$ cat src/rtl/clk_div_pkg.sv
// Shared types and constants for the programmable clock divider.
package clk_div_pkg;

  localparam int unsigned CFG_W   = 8;
  localparam int unsigned MIN_DIV = 2;

  typedef enum logic {
    MODE_HALF = 1'b0,
    MODE_DUTY = 1'b1
  } mode_e;

  typedef struct packed {
    logic [CFG_W-1:0] div;
    logic [CFG_W-1:0] duty;
    mode_e            mode;
  } cfg_t;

  // Keep the high count strictly inside the period so both levels always appear.
  function automatic logic [CFG_W-1:0] clamp_duty(input logic [CFG_W-1:0] div,
                                                  input logic [CFG_W-1:0] duty);
    logic [CFG_W-1:0] r;
    r = duty;
    if (duty == '0)
      r = CFG_W'(1);
    else if (duty >= div)
      r = div - CFG_W'(1);
    return r;
  endfunction

endpackage

$ cat src/rtl/clock_div_prog_if.sv
// Configuration request port of the programmable clock divider.
interface clock_div_prog_if #(
  parameter int unsigned W = 8
) ();
  logic         cfg_valid;
  logic         cfg_ready;
  logic [W-1:0] cfg_div;
  logic [W-1:0] cfg_duty;
  logic         cfg_mode;
  logic         cfg_err;

  modport master (output cfg_valid, cfg_div, cfg_duty, cfg_mode,
                  input  cfg_ready, cfg_err);
  modport slave  (input  cfg_valid, cfg_div, cfg_duty, cfg_mode,
                  output cfg_ready, cfg_err);
endinterface

$ cat src/rtl/clk_div_core.sv
// Period counter, posedge/negedge waveform flops and output select for one active config.
module clk_div_core
  import clk_div_pkg::*;
(
  input  logic clk_in,
  input  logic rst_n,
  input  cfg_t cfg_i,
  output logic last_o,
  output logic tick_o,
  output logic clk_pos_o,
  output logic clk_neg_o,
  output logic clk_out_o
);

  localparam int unsigned HW = CFG_W + 1;

  logic [CFG_W-1:0] cnt_q, cnt_d;
  logic [HW-1:0]    high;
  logic             last;
  logic             pos_q, pos_d;
  logic             tick_q;
  logic             neg_q;

  always_comb begin
    last  = (cnt_q == cfg_i.div - CFG_W'(1));
    cnt_d = last ? '0 : cnt_q + CFG_W'(1);
    if (cfg_i.mode == MODE_DUTY)
      high = {1'b0, cfg_i.duty};
    else
      high = ({1'b0, cfg_i.div} + HW'(1)) >> 1;
    pos_d = ({1'b0, cnt_q} < high);
  end

  always_ff @(posedge clk_in) begin
    if (!rst_n) begin
      cnt_q  <= '0;
      pos_q  <= 1'b0;
      tick_q <= 1'b0;
    end else begin
      cnt_q  <= cnt_d;
      pos_q  <= pos_d;
      tick_q <= last;
    end
  end

  always_ff @(negedge clk_in) begin
    if (!rst_n)
      neg_q <= 1'b0;
    else
      neg_q <= pos_q;
  end

  // Odd 50% mode trims half a cycle off the posedge waveform's extra high cycle.
  assign clk_out_o = (cfg_i.mode == MODE_HALF && cfg_i.div[0]) ? (pos_q & neg_q) : pos_q;
  assign last_o    = last;
  assign tick_o    = tick_q;
  assign clk_pos_o = pos_q;
  assign clk_neg_o = neg_q;

endmodule

$ cat src/rtl/clock_div_prog.sv
// Programmable clock divider: config handshake, pending register and boundary-aligned update.
module clock_div_prog
  import clk_div_pkg::*;
#(
  parameter int unsigned W            = CFG_W,
  parameter int unsigned DEFAULT_DIV  = 5,
  parameter int unsigned DEFAULT_DUTY = 2
) (
  input  logic                   clk_in,
  input  logic                   rst_n,
  clock_div_prog_if.slave        cfg,
  output logic                   clk_pos,
  output logic                   clk_neg,
  output logic                   clk_out,
  output logic                   tick
);

  localparam cfg_t CFG_RESET = '{div:  CFG_W'(DEFAULT_DIV),
                                 duty: CFG_W'(DEFAULT_DUTY),
                                 mode: MODE_HALF};

  logic [W-1:0] req_div_w, req_duty_w;
  cfg_t         req;
  cfg_t         act_q, act_d;
  cfg_t         pend_q, pend_d;
  logic         pend_vld_q, pend_vld_d;
  logic         ready_q, ready_d;
  logic         err_q, err_d;
  logic         last;
  logic         accept, legal;

  assign req_div_w  = cfg.cfg_div;
  assign req_duty_w = cfg.cfg_duty;

  always_comb begin
    req.div  = CFG_W'(req_div_w);
    req.mode = mode_e'(cfg.cfg_mode);
    req.duty = CFG_W'(req_duty_w);
    if (req.mode == MODE_DUTY)
      req.duty = clamp_duty(req.div, CFG_W'(req_duty_w));
  end

  assign accept = cfg.cfg_valid && ready_q;
  assign legal  = (req.div >= CFG_W'(MIN_DIV));

  // Ready is low exactly while a request waits, so an accept never collides with a load.
  always_comb begin
    act_d      = act_q;
    pend_d     = pend_q;
    pend_vld_d = pend_vld_q;
    err_d      = 1'b0;
    if (last && pend_vld_q) begin
      act_d      = pend_q;
      pend_vld_d = 1'b0;
    end
    if (accept) begin
      if (legal) begin
        pend_d     = req;
        pend_vld_d = 1'b1;
      end else begin
        err_d = 1'b1;
      end
    end
    ready_d = !pend_vld_d;
  end

  always_ff @(posedge clk_in) begin
    if (!rst_n) begin
      act_q      <= CFG_RESET;
      pend_q     <= '0;
      pend_vld_q <= 1'b0;
      ready_q    <= 1'b0;
      err_q      <= 1'b0;
    end else begin
      act_q      <= act_d;
      pend_q     <= pend_d;
      pend_vld_q <= pend_vld_d;
      ready_q    <= ready_d;
      err_q      <= err_d;
    end
  end

  assign cfg.cfg_ready = ready_q;
  assign cfg.cfg_err   = err_q;

  clk_div_core u_core (
    .clk_in    (clk_in),
    .rst_n     (rst_n),
    .cfg_i     (act_q),
    .last_o    (last),
    .tick_o    (tick),
    .clk_pos_o (clk_pos),
    .clk_neg_o (clk_neg),
    .clk_out_o (clk_out)
  );

endmodule

$ cat src/flat_wrapper.sv
// flat-port wrapper written by rule: the top's interface ports become plain ports
module clock_div_prog_flat import clk_div_pkg::*;
#(
  parameter int unsigned W            = CFG_W,
  parameter int unsigned DEFAULT_DIV  = 5,
  parameter int unsigned DEFAULT_DUTY = 2
)
  (clk_in, rst_n, clk_pos, clk_neg, clk_out, tick, cfg_cfg_valid, cfg_cfg_div, cfg_cfg_duty, cfg_cfg_mode, cfg_cfg_ready, cfg_cfg_err);
  clock_div_prog_if #(.W(W)) cfg_i ();
  input  logic clk_in;
  input  logic rst_n;
  output logic clk_pos;
  output logic clk_neg;
  output logic clk_out;
  output logic tick;
  input wire logic [$bits(cfg_i.cfg_valid)-1:0] cfg_cfg_valid;
  input wire logic [$bits(cfg_i.cfg_div)-1:0] cfg_cfg_div;
  input wire logic [$bits(cfg_i.cfg_duty)-1:0] cfg_cfg_duty;
  input wire logic [$bits(cfg_i.cfg_mode)-1:0] cfg_cfg_mode;
  output wire logic [$bits(cfg_i.cfg_ready)-1:0] cfg_cfg_ready;
  output wire logic [$bits(cfg_i.cfg_err)-1:0] cfg_cfg_err;
  assign cfg_i.cfg_valid = cfg_cfg_valid;
  assign cfg_i.cfg_div = cfg_cfg_div;
  assign cfg_i.cfg_duty = cfg_cfg_duty;
  assign cfg_i.cfg_mode = cfg_cfg_mode;
  assign cfg_cfg_ready = cfg_i.cfg_ready;
  assign cfg_cfg_err = cfg_i.cfg_err;
  clock_div_prog #(.W(W), .DEFAULT_DIV(DEFAULT_DIV), .DEFAULT_DUTY(DEFAULT_DUTY)) u_core (.clk_in(clk_in), .rst_n(rst_n), .cfg(cfg_i), .clk_pos(clk_pos), .clk_neg(clk_neg), .clk_out(clk_out), .tick(tick));
endmodule
$ cat config.mk
export PLATFORM = sky130hd
export DESIGN_NAME = clock_div_prog_flat
export DESIGN_NICKNAME = d
export VERILOG_FILES = /design/src/rtl/clk_div_pkg.sv /design/src/rtl/clock_div_prog_if.sv /design/src/rtl/clk_div_core.sv /design/src/rtl/clock_div_prog.sv /design/src/flat_wrapper.sv
export SDC_FILE = /design/constraint.sdc
export NUM_CORES = 1
export LEC_CHECK = 0
export ABC_AREA = 1
export BUFFER_PORTS_ARGS = -buffer_cell sky130_fd_sc_hd__buf_2
export CAP_MARGIN = 0
export CORE_MARGIN = 8
export CORE_UTILIZATION = 35
export CTS_CLUSTER_SIZE = 16
export DETAILED_ROUTE_END_ITERATION = 16
export PLACE_DENSITY_LB_ADDON = 0.3
export SLEW_MARGIN = 20
export SYNTH_ARGS = -nofsm -noshare
export SYNTH_HDL_FRONTEND = slang
export SYNTH_SLANG_ARGS = --single-unit
$ cat constraint.sdc
create_clock -name clk_in -period 3.65 [get_ports clk_in]
set_input_delay 0.1825 -clock clk_in [delete_from_list [all_inputs] [get_ports clk_in]]
set_output_delay 0.1825 -clock clk_in [all_outputs]
set_load 0.005 [all_outputs]
==> metrics.md <==
| Metric | Value |
|---|---|
| Port bufs | `25` |
| DRT iter0 DRCs | `approximately 130` |
| Critical Path Start | `u_core.u_core.clk_neg_o$_SDFF_NN0_` |
| Met2 Routed Length | `3370 µm` |
| Mean area per synthesized cell | `6.70 µm²` |
| CP peak stage delay | `0.29 ns` |
| Clock buffer depth | `2` |
| Total number of nets in the final design | `slightly above 500` |
| Share of post-route cells with drive strength above 1 | `0.0938` |
| Startpoint of the lowest-slack register-to-register path | `u_core.act_q[9]$_SDFFE_PN1P_` |
| Leading cell types by total area after synthesis | `dfxtp_1, nand2_1, inv_1, nand3_1, ha_1` |
| Final setup violation count | `0` |
| Warning count from the yosys run | `0` |
| Hold Buf Count CTS | `0` |
| Post-synth top area cell | `dfxtp_1` |
| Unrepaired setup endpoints after global routing | `no` |
| Beginning of the worst hold path | `cfg_cfg_valid` |
| Synthesized cell area | `3040 µm²` |
| Kind of launch point of the worst setup path | `register` |
| Arrival time at the worst endpoint | `2.85 ns` |
| Count of pins over their slew limit | `0` |
| Sequential share of the synthesized area | `0.317` |
| Slowest cell on the critical path | `dfxtp_1` |
| Placer's final routability congestion estimate | `between 0.8 and 0.9` |
| Status | `finished, final reports clean` |
| Hold violation count in the final report | `0` |
| Root Buffer Master | `clkbuf_8` |
| Highest metal layer with signal wires | `met4` |
| Site Rows | `34` |
| Post-Syn Instances | `between 400 and 500` |
| Register bit total from synthesis | `48` |
| Power density of the placed cells | `around 360 nW/µm²` |
| DP HPWL | `5440 µm` |
| Area grow syn2layout | `9.85%` |
| Via count of the first global-routing pass | `2749` |
| Mean routed wirelength per cell | `12.1 µm` |
| Count of clock tree sinks | `48` |
| Number of nets still failing antenna checks after routing | `0` |
| Setup slack after layout | `a little over 0.6 ns` |
| Largest voltage drop on the vdd net | `0.000188 V` |
| FF/Latch Area | `between 900 and 1000 µm²` |
| Via-per-instance ratio | `4.83` |
| Worst rel slew slack | `0.596` |
| Slew at the pin closest to its max-slew limit | `0.606 ns` |
| Total Routing Usage GR | `0.128` |
| Starting Density | `0.355` |
| Clock insertion delay at the later pin of the skew report | `0.35 ns` |
| Count of maximum capacitance violations | `0` |
| Number of search-and-repair iterations in the first detailed-routing pass | `4` |
| Worst clock skew on the final layout | `0.0543 ns` |
| Clock-pin slew on the worst setup and hold paths | `0.09 ns` |
| Detailed-routed wire length on met3 | `289 µm` |
| Diode insertion count for antenna repair | `0` |
| Final total power | `1.20 mW` |
| Post-placement cell count | `570` |
| Min-Delay Path Class | `primary input to register` |
| Global-route wire length before repair | `between 10000 and 15000 µm` |
| Die width | `109 µm` |
| Setup Slack @ Placement | `0.970 ns` |
| Count of buffers added by post-CTS timing repair for setup | `0` |
| Area inside the core boundary | `between 8000 and 9000 µm²` |
| Critical Path Sink Type | `output pin` |
| Leakage | `1.52 nW` |
| Post-route met1 wirelength | `3260 µm` |
| DRC violation count after routing | `0` |
| Vias after detailed routing | `approximately 2800` |
| Initial antenna violation count | `0` |
| Library cells used by synthesis | `30` |
| Yosys top cell area share | `0.317` |
| Number of buffers added by the clock tree synthesis step | `5` |
| Critical path, cell by cell | `o31a_1 -> buf_2` |
| H-tree levels | `2` |
| Count of instances resized after the clock tree is built | `0` |
| Multi-input gate area in the final layout | `~1700 µm²` |
| Syn_nets | `approximately 490` |
| Start-to-end type of the worst setup path | `register to output pin` |
| Maximum number of pins on one net before global-route repair | `34` |
| Total I/O pin count | `26` |
| Area enclosed by the die boundary | `around 12000 µm²` |
| Final cell count without fillers | `577` |
| Worst Path Max Fanout | `2` |
| CP Data Required Time | `approximately 3.5 ns` |
| FILL cells | `925` |
| Vertical die dimension | `about 110 µm` |
| Total Neg Setup Slack | `0 ns` |
| Wirelength, routed | `6990 µm` |
| TritonCTS clock tree | `yes` |
| Grt ovf | `0` |
==> flip-flops by register name, summed over array words and instances, names as in the netlist <==
name                     flops
u_core.u_core.tick_o         1
u_core.u_core.clk_neg_o      1
u_core.act_q                17
u_core.u_core.cnt_q          8
u_core.cfg.cfg_ready         1
u_core.cfg.cfg_err           1
u_core.pend_vld_q            1
u_core.pend_q               17
u_core.u_core.clk_pos_o      1
==> area by class of cell <==
cell class | instances | share of cell area
Clock buffer | 5 | 0.0206
Clock inverter | 3 | 0.0191
Inverter | 70 | 0.0788
Multi-Input combinational cell | 316 | 0.510
Sequential cell | 48 | 0.289
Tap cell | 108 | 0.0405
Timing Repair Buffer | 27 | 0.0420
==> metrics by stage <==
stage | hold WS [ns] | cell area (µm²) | utilization
2_1_floorplan | 0.314 | 3040 | -
3_3_place_gp | 0.437 | 3200 | 0.375
3_5_place_dp | 0.445 | 3200 | 0.375
4_1_cts | 0.113 | 3330 | 0.390
5_1_grt | 0.129 | 3330 | 0.390
6_report | 0.129 | 3330 | 0.390
==> path summary, 6_finish.rpt <==
path | to | slack [ns] | cells past startpoint
setup / recovery | clk_out | 0.62 | 2
hold / removal | u_core.cfg.cfg_err$_SDFF_PN0_ | 0.13 | 3
setup reg to reg | u_core.act_q[2]$_SDFFE_PN1P_ | 1.35 | 13
hold reg to reg | u_core.pend_q[13]$_SDFFE_PN0P_ | 0.46 | 2
==> placed cells by master (no fill, tap or decap) <==
cell | synthesis | layout
nand2_1 | 83 | 83
inv_1 | 69 | 69
nand3_1 | 51 | 51
nor2_1 | 47 | 47
dfxtp_1 | 48 | 47
a21oi_1 | 46 | 46
o21ai_0 | 26 | 26
buf_2 | 7 | 25
ha_1 | 20 | 20
xor2_1 | 11 | 11
nor3_1 | 9 | 9
clkbuf_8 | 0 | 5
nand4_1 | 4 | 4
a22oi_1 | 3 | 3
nor2_2 | 2 | 2
nand3_4 | 2 | 2
o21a_1 | 2 | 2
bufinv_16 | 0 | 2
buf_4 | 0 | 2
inv_2 | 1 | 1
and3_1 | 1 | 1
o31a_1 | 1 | 1
nor2_4 | 1 | 1
nand3_2 | 1 | 1
clkinv_1 | 1 | 1
nand3b_1 | 1 | 1
nor2_8 | 1 | 1
o21ai_2 | 1 | 1
o211ai_1 | 1 | 1
a211oi_1 | 1 | 1
xnor2_1 | 1 | 1
dfxtp_2 | 0 | 1
==> layer usage <==
layer	vias to the layer above	GRT usage
li1	1494	-
met1	1242	0.150
met3	6	0.0260
met5	-	0
met4	0	0.0401
met2	47	0.227
==> where the power goes <==
| group | total, mW | internal [mW] | leakage [nW] | switching [mW] |
|---|---|---|---|---|
| sequential | 0.573 | 0.549 | 0.391 | 0.0244 |
| clock | 0.448 | 0.271 | 0.0695 | 0.177 |
| combinational | 0.177 | 0.0657 | 1.06 | 0.111 |
| total | 1.20 | 0.886 | 1.52 | 0.313 |
==> synth_stat cells, drive strengths merged <==
cell type,number
a211oi,1
a21oi,46
a22oi,3
and3,1
buf,11
clkbuf,7
clkinv,1
dfxtp,48
ha,20
inv,70
nand2,83
nand3,54
nand3b,1
nand4,4
nor2,51
nor3,9
o211ai,1
o21a,2
o21ai,27
o31a,1
xnor2,1
xor2,11
==> critical path, delay by kind of cell (launching register included) <==
| kind | cells | cell delay (ns) |
|---|---|---|
| compound gates | 1 | 0.26 |
| buf+inv | 1 | 0.12 |
| flops | 1 | 0.29 |
==> kinds of logic (layout without fill, tap and decap cells) <==
logic type                 Yosys count  count (layout)  synth area share
and+or+nand+nor                    203             203             0.302
buffers and inverters               89             105             0.123
AOI/OAI and AO/OA                   81              81             0.142
DFF                                 48              48             0.317
adders and majority gates           20              20            0.0824
xor gates and xnor gates            12              12            0.0346
No activity file was read; power rests on OpenSTA's default activity.
